===== config.mk =====
export PLATFORM = sky130hd
export DESIGN_NAME = hex_keypad_scan
export DESIGN_NICKNAME = d
export VERILOG_FILES = /design/src/rtl/hex_keypad_scan.sv
export SDC_FILE = /design/constraint.sdc
export NUM_CORES = 1
export LEC_CHECK = 0
export BUFFER_PORTS_ARGS = -buffer_cell sky130_fd_sc_hd__buf_4
export CAP_MARGIN = 20
export CORE_MARGIN = 2
export CORE_UTILIZATION = 52
export DETAILED_ROUTE_END_ITERATION = 12
export PLACE_DENSITY = 0.76
export REMOVE_ABC_BUFFERS = 1
export SKIP_LAST_GASP = 1
export SYNTH_ARGS = -nofsm -noshare
export SYNTH_HDL_FRONTEND = slang
export SYNTH_SLANG_ARGS = --single-unit
export TNS_END_PERCENT = 1

===== constraint.sdc =====
create_clock -name clk -period 3.5 [get_ports clk]
set_clock_uncertainty 0.1 [all_clocks]
set_input_delay 0 -clock clk [delete_from_list [all_inputs] [get_ports clk]]
set_output_delay 0 -clock clk [all_outputs]
set_load 0.1 [all_outputs]

===== src/rtl/hex_keypad_scan.sv =====
// rtl/hex_keypad_scan.sv - 4x4 hex keypad column scanner with sweep-level debounce and 8-digit history
module hex_keypad_scan #(
    parameter int SCAN_DIV       = 8192,
    parameter int DEBOUNCE_SCANS = 4
) (
    input  logic        clk,
    input  logic        rst_n,
    input  logic [3:0]  row_n,
    input  logic        clear,
    output logic [3:0]  col_n,
    output logic        key_valid,
    output logic [3:0]  key_code,
    output logic        key_held,
    output logic [31:0] data
);

    localparam int DW = (SCAN_DIV > 2) ? $clog2(SCAN_DIV) : 1;
    localparam int CW = $clog2(DEBOUNCE_SCANS + 1);
    localparam logic [DW-1:0] DWELL_LAST = DW'(SCAN_DIV - 1);
    localparam logic [CW-1:0] DB_LAST    = CW'(DEBOUNCE_SCANS);

    typedef enum logic [1:0] {
        IDLE     = 2'd0,
        DEBOUNCE = 2'd1,
        PRESSED  = 2'd2,
        RELEASE  = 2'd3
    } state_t;

    function automatic logic [3:0] key_map(input logic [1:0] r, input logic [1:0] c);
        logic [3:0] k;
        case ({r, c})
            4'b00_00: k = 4'h1;
            4'b00_01: k = 4'h2;
            4'b00_10: k = 4'h3;
            4'b00_11: k = 4'hA;
            4'b01_00: k = 4'h4;
            4'b01_01: k = 4'h5;
            4'b01_10: k = 4'h6;
            4'b01_11: k = 4'hB;
            4'b10_00: k = 4'h7;
            4'b10_01: k = 4'h8;
            4'b10_10: k = 4'h9;
            4'b10_11: k = 4'hC;
            4'b11_00: k = 4'h0;
            4'b11_01: k = 4'hF;
            4'b11_10: k = 4'hE;
            default:  k = 4'hD;
        endcase
        return k;
    endfunction

    logic [3:0]    row_meta;
    logic [3:0]    row_sync;
    logic [DW-1:0] dwell;
    logic [1:0]    col;
    logic          sample;
    logic          sweep_done;

    // Rows reset to the idle (all-high) level so the first samples never look like presses.
    always_ff @(posedge clk or negedge rst_n) begin
        if (!rst_n) begin
            row_meta <= 4'hF;
            row_sync <= 4'hF;
        end else begin
            row_meta <= row_n;
            row_sync <= row_meta;
        end
    end

    always_ff @(posedge clk or negedge rst_n) begin
        if (!rst_n) begin
            dwell <= '0;
            col   <= 2'd0;
        end else if (dwell == DWELL_LAST) begin
            dwell <= '0;
            col   <= col + 2'd1;
        end else begin
            dwell <= dwell + DW'(1);
        end
    end

    assign col_n      = ~(4'b0001 << col);
    assign sample     = (dwell == DWELL_LAST);
    assign sweep_done = sample && (col == 2'd3);

    logic [2:0] cur_pc;
    logic [1:0] cur_row;

    always_comb begin
        cur_pc  = 3'd0;
        cur_row = 2'd0;
        for (int r = 0; r < 4; r++) begin
            if (!row_sync[r]) begin
                cur_pc  = cur_pc + 3'd1;
                cur_row = 2'(r);
            end
        end
    end

    // Hits from columns 0..2 accumulate here; column 3 is folded in combinationally at sweep end.
    logic [1:0] hit_cnt;
    logic [3:0] hit_code;
    logic [2:0] hit_sum;

    assign hit_sum = {1'b0, hit_cnt} + cur_pc;

    always_ff @(posedge clk or negedge rst_n) begin
        if (!rst_n) begin
            hit_cnt  <= 2'd0;
            hit_code <= 4'h0;
        end else if (sample) begin
            if (col == 2'd3) begin
                hit_cnt <= 2'd0;
            end else begin
                hit_cnt <= (hit_sum >= 3'd2) ? 2'd2 : hit_sum[1:0];
                if (hit_cnt == 2'd0 && cur_pc == 3'd1)
                    hit_code <= key_map(cur_row, col);
            end
        end
    end

    logic       is_none;
    logic       is_single;
    logic [3:0] sweep_code;

    assign is_none    = (hit_sum == 3'd0);
    assign is_single  = (hit_sum == 3'd1);
    assign sweep_code = (hit_cnt == 2'd1) ? hit_code : key_map(cur_row, 2'd3);

    state_t        state, state_n;
    logic [CW-1:0] cnt, cnt_n, cnt_inc;
    logic [3:0]    cand, cand_n;
    logic [3:0]    code_q, code_n;
    logic [31:0]   data_q, data_n;
    logic          valid_q, valid_n;

    always_ff @(posedge clk or negedge rst_n) begin
        if (!rst_n) begin
            state   <= IDLE;
            cnt     <= '0;
            cand    <= 4'h0;
            code_q  <= 4'h0;
            data_q  <= 32'h0;
            valid_q <= 1'b0;
        end else begin
            state   <= state_n;
            cnt     <= cnt_n;
            cand    <= cand_n;
            code_q  <= code_n;
            data_q  <= data_n;
            valid_q <= valid_n;
        end
    end

    // A MULTI sweep is neither SINGLE nor NONE, so it aborts a press but keeps a held key held.
    always_comb begin
        state_n = state;
        cnt_n   = cnt;
        cand_n  = cand;
        code_n  = code_q;
        data_n  = data_q;
        valid_n = 1'b0;
        cnt_inc = cnt + CW'(1);
        if (sweep_done) begin
            case (state)
                IDLE: begin
                    if (is_single) begin
                        cand_n  = sweep_code;
                        cnt_n   = CW'(1);
                        state_n = DEBOUNCE;
                    end
                end
                DEBOUNCE: begin
                    if (is_single && sweep_code == cand) begin
                        if (cnt_inc == DB_LAST) begin
                            valid_n = 1'b1;
                            code_n  = cand;
                            data_n  = {data_q[27:0], cand};
                            state_n = PRESSED;
                        end else begin
                            cnt_n = cnt_inc;
                        end
                    end else begin
                        state_n = IDLE;
                    end
                end
                PRESSED: begin
                    if (is_none) begin
                        cnt_n   = CW'(1);
                        state_n = RELEASE;
                    end
                end
                RELEASE: begin
                    if (is_none) begin
                        if (cnt_inc == DB_LAST)
                            state_n = IDLE;
                        else
                            cnt_n = cnt_inc;
                    end else begin
                        state_n = PRESSED;
                    end
                end
                default: state_n = IDLE;
            endcase
        end
        if (clear)
            data_n = valid_n ? {28'h0, cand} : 32'h0;
    end

    assign key_valid = valid_q;
    assign key_code  = code_q;
    assign key_held  = (state == PRESSED) || (state == RELEASE);
    assign data      = data_q;

endmodule


==> impl.org <==
** Synthesis
- Post-synthesis instance area :: between 0.003 and 0.004 sq mm
- Number of enable-type register cells in the synthesized netlist :: 0
- Yosys mapped the design onto 50 distinct sky130hd cell types.
- Share of synthesized area occupied by flip-flops and latches :: 0.524
- Post-synthesis cell type with the largest combined area :: dfrtp_1
- Counting every instance in the synthesized netlist gives ~350.
- In this run, synthesis produced a sequential element count of between 70 and 80.
- Ranked by total cell area, the synthesized netlist is headed by dfrtp_1 (47%), dfstp_2 (5.8%), o21ai_0 (5.7%).
- Warnings from Yosys :: 0
- Area share of the leading cell type in the synthesized netlist :: 0.466
- Commonest register cell after synthesis :: dfrtp_1
- Async set or reset register ratio after synthesis :: 1.00
- Mapped Avg Cell Area :: 10.3 sq um

** Clocking
- Skew-Pair Late Insertion Delay :: about 0.35 ns
- The H-tree was split into 3 levels.
- CTS tree :: yes
- Number of CTS-inserted buffers :: 9
- After clock tree synthesis, the setup repair step added 0 buffers.
- No sink is reached through more buffers than the 2 on the longest clock path.
- Clock Pin Slew Worst Setup and Hold Paths :: ~0.08 ns
- The root buffer cell chosen for the clock tree is clkbuf_8.
- CTS sink count :: 75

** STA
- Setup repair after global routing left no endpoint under its margin.
- Setup-failing EPs final :: 0
- At the pin with the least slew margin, the transition time is between 0.9 and 1 ns.
- Final hold analysis gives a worst-case slack of between 0.15 and 0.2 ns.
- Share of the clock period used by the worst path after layout :: 0.955
- Measured against its own limit, the worst slew margin works out to 0.384.
- Across all setup checks in the final design, the least slack found is between 0.15 and 0.2 ns.
- Counting I/O delays and the setup requirement, the final critical path takes approximately 3.3 ns.
- Achievable frequency :: about 300 MHz
- The number of pins exceeding their max-slew limit in the final report is 0.
- Fin. Hold Viols :: 0

** Status
- Outcome :: finished clean

** Power
- Areal power density over the cells :: roughly 380 mW/mm^2
- Pleak :: about 2.0 nW
- Maximum vdd drop :: between 0.2 and 0.3 mV

** Floorplan
- The floorplan step set the die width to roughly 87 um.
- Die height :: ~87 um
- Pin placement for this block handled between 40 and 50 I/O pins.
- Number of standard-cell rows in the floorplan :: 30
- The initial utilization of the core area, before any placement, comes to 0.533.
- The floorplan step defined a core boundary enclosing between 0.006 and 0.007 sq mm.
- The die covers between 0.007 and 0.008 sq mm.

** Setup path
- Data on the critical path is required at its endpoint by between 3 and 4 ns.
- Reg2Reg Capture Point :: data[18]
- At the worst endpoint, the arrival time is 3.48 ns.
- Largest driver fanout on the critical path :: 30
- In this run the critical register-to-register path is launched from row_sync[1].
- Critical path startpoint category :: flop
- STA classifies the critical path endpoint as a flop.
- FF-to-FF setup slack :: 0.16 ns
- Setup CP Type :: reg -> reg
- For the worst flop-to-flop path, the logic depth is 13.

** Flow run
- The tool flagged a number of max-cap violations equal to 0.

** Finish
- The number of antenna diodes in the final layout is 0.
- Synthesis-to-finish area growth :: 20.0%
- Final net count :: between 400 and 500
- In the final layout, the share of cells above drive strength 1 is 0.234.
- Number of cells in the finished layout apart from fillers :: ~490
- Once layout is complete, the utilization of the core stands at 0.639.

** Drt
- Detailed-route vias per instance :: 5.64
- Before antenna repair, the detailed router went through 4 iterations.
- Wirelength, routed :: ~7 mm
- The detailed router finished its first iteration with roughly 100 violations.
- For this block, the via count after detailed routing is approximately 2,700.
- Avg WL per Cell :: between 10 and 15 um
- After detailed routing, the number of remaining DRC violations is 0.
- Detail Route Antenna Nets :: 0

** Placement
- Global placer's final weighted congestion :: 0.775
- In this run the tool buffered the top-level ports with 48 buffer cells.
- Prior to clock tree synthesis, the placed netlist has a worst setup slack of -0.00395 ns.
- Placed wire-length estimate :: between 4 and 5 mm
- Counting tap cells, the placed design contains a total of roughly 460 instances.

** Hold path
- Instance count along the most critical hold path :: 2
- In this run the worst hold path is classified as in -> reg.
- Capture endpoint of the worst hold path :: row_meta[1]
- The startpoint identified for the worst hold timing path is row_n[1].

** Global routing
- In the global route stage, met2 resource usage came out at 0.344.
- Pin count of the biggest net entering global routing :: between 70 and 80
- Total track usage :: 0.203
- The number of global-route vias before repair came to between 2,000 and 3,000.
- Met3 Usage GRT :: 0.0626
- Number of antenna violations at the first check in global routing :: 0
- The global routing stage identified its most utilized layer as met2.
- Wire length of the first global-routing pass :: 12.1 mm
- After global routing the overflow that remains totals 0.
- For this run, global-route usage on met1 was measured as 0.251.
through the flow:
| step | area [sq um] | power [mW] | setup TNS (ns) |
|---|---|---|---|
| 2_1_floorplan | 3500 | 0.941 | -9.64 |
| 3_3_place_gp | 4040 | 0.975 | 0 |
| 3_5_place_dp | 4040 | 0.978 | -0.00395 |
| 4_1_cts | 4300 | 1.63 | -0.365 |
| 5_1_grt | 4320 | 1.69 | 0 |
| 6_report | 4320 | 1.62 | 0 |
area by class of cell:
class,count,area (sq um)
tap,80,100
clock buffer,10,128
multi-input combinational,240,1580
fill,559,2440
timing repair buffer,59,495
sequential,75,1890
inverter,16,60.1
clock inverter,6,63.8
synthesized netlist by cell type (all sizes together), types with 2 or more instances:
cell type,instances
nor3b,2
and3,4
a22o,4
nor4,2
clkbuf,13
nand2b,3
and4,2
or2,2
xor2,11
o211ai,4
o21ai,41
a31oi,2
nor3,3
mux2i,5
a21oi,29
buf,7
mux2,6
nand2,25
inv,16
nand3,39
ha,13
xnor2,10
nor2,13
nand4,3
dfrtp,67
nor2b,3
dfstp,8
registers in the layout, summed over array words and instances, names as in the netlist, 3 cells and up:
| name | cells |
|---|---|
| cnt | 3 |
| hit_code | 4 |
| key_code | 4 |
| dwell | 13 |
| data | 32 |
| row_sync | 4 |
| cand | 4 |
| row_meta | 4 |
power by group:
part	internal (mW)	total, mW	leakage (nW)	switching (mW)
Clock	0.329	0.649	0.0927	0.320
Sequential	0.875	0.879	1.01	0.00471
Combinational	0.0356	0.0920	0.916	0.0563
Total	1.24	1.62	2.01	0.381
cell usage in the layout, fill, tap and decap left out, types with 9 or more instances in the layout:
| master | n |
|---|---|
| ha_1 | 13 |
| inv_1 | 16 |
| buf_4 | 50 |
| nor2_1 | 12 |
| dfrtp_1 | 67 |
| nand2_1 | 23 |
| xor2_1 | 11 |
| nand3_1 | 39 |
| o21ai_0 | 38 |
| a21oi_1 | 29 |
| xnor2_1 | 9 |
| clkbuf_8 | 9 |
how the worst max path moves through the flow:
stage	cells after the start	start	slack, ns	endpoint
5_1_grt	13	row_sync[1]	0.005	data[30]
4_1_cts	12	row_sync[1]	-0.04	cand[3]
3_3_place_gp	13	row_sync[1]	0.08	cand[3]
2_1_floorplan	11	row_sync[1]	-0.56	key_code[0]
3_5_place_dp	13	row_sync[1]	-0.004	data[22]
6_report	13	row_sync[1]	0.16	data[18]
timing repair:
action                                  CTS  global route
hold endpoints to repair                 99             0
pin swaps                                 0             2
hold buffers                              6             0
endpoints found under the setup margin   20            45
resized for setup                         1             7
per-layer routing:
metal,wire length [um],vias up
li1,-,1325
met1,3210,1337
met2,3580,72
met3,306,6
met4,73,0
met5,0,-
cell families (layout without fill, tap and decap cells):
| group | after synthesis | in the layout | synth area share |
|---|---|---|---|
| AO/OA/AOI/OAI | 85 | 85 | 0.130 |
| XOR/XNOR | 22 | 22 | 0.0577 |
| adder cells (fa/ha/maj) | 14 | 14 | 0.0508 |
| buffers and inverters | 36 | 91 | 0.0428 |
| flip-flops | 75 | 75 | 0.524 |
| multiplexers | 11 | 11 | 0.0337 |
| AND/OR/NAND/NOR | 108 | 108 | 0.160 |
critical path, cell delays in order, from the launching register on:
cell	delay, ns
dfstp_2	0.54
inv_1	0.06
ha_1	0.31
xnor2_2	0.16
xnor2_1	0.22
ha_1	0.18
inv_1	0.05
fa_1	0.36
xor3_1	0.26
nand2_2	0.12
or3_4	0.41
buf_12	0.17
o21ai_0	0.18
a21oi_1	0.09
Power figures use the tool's default switching activity.
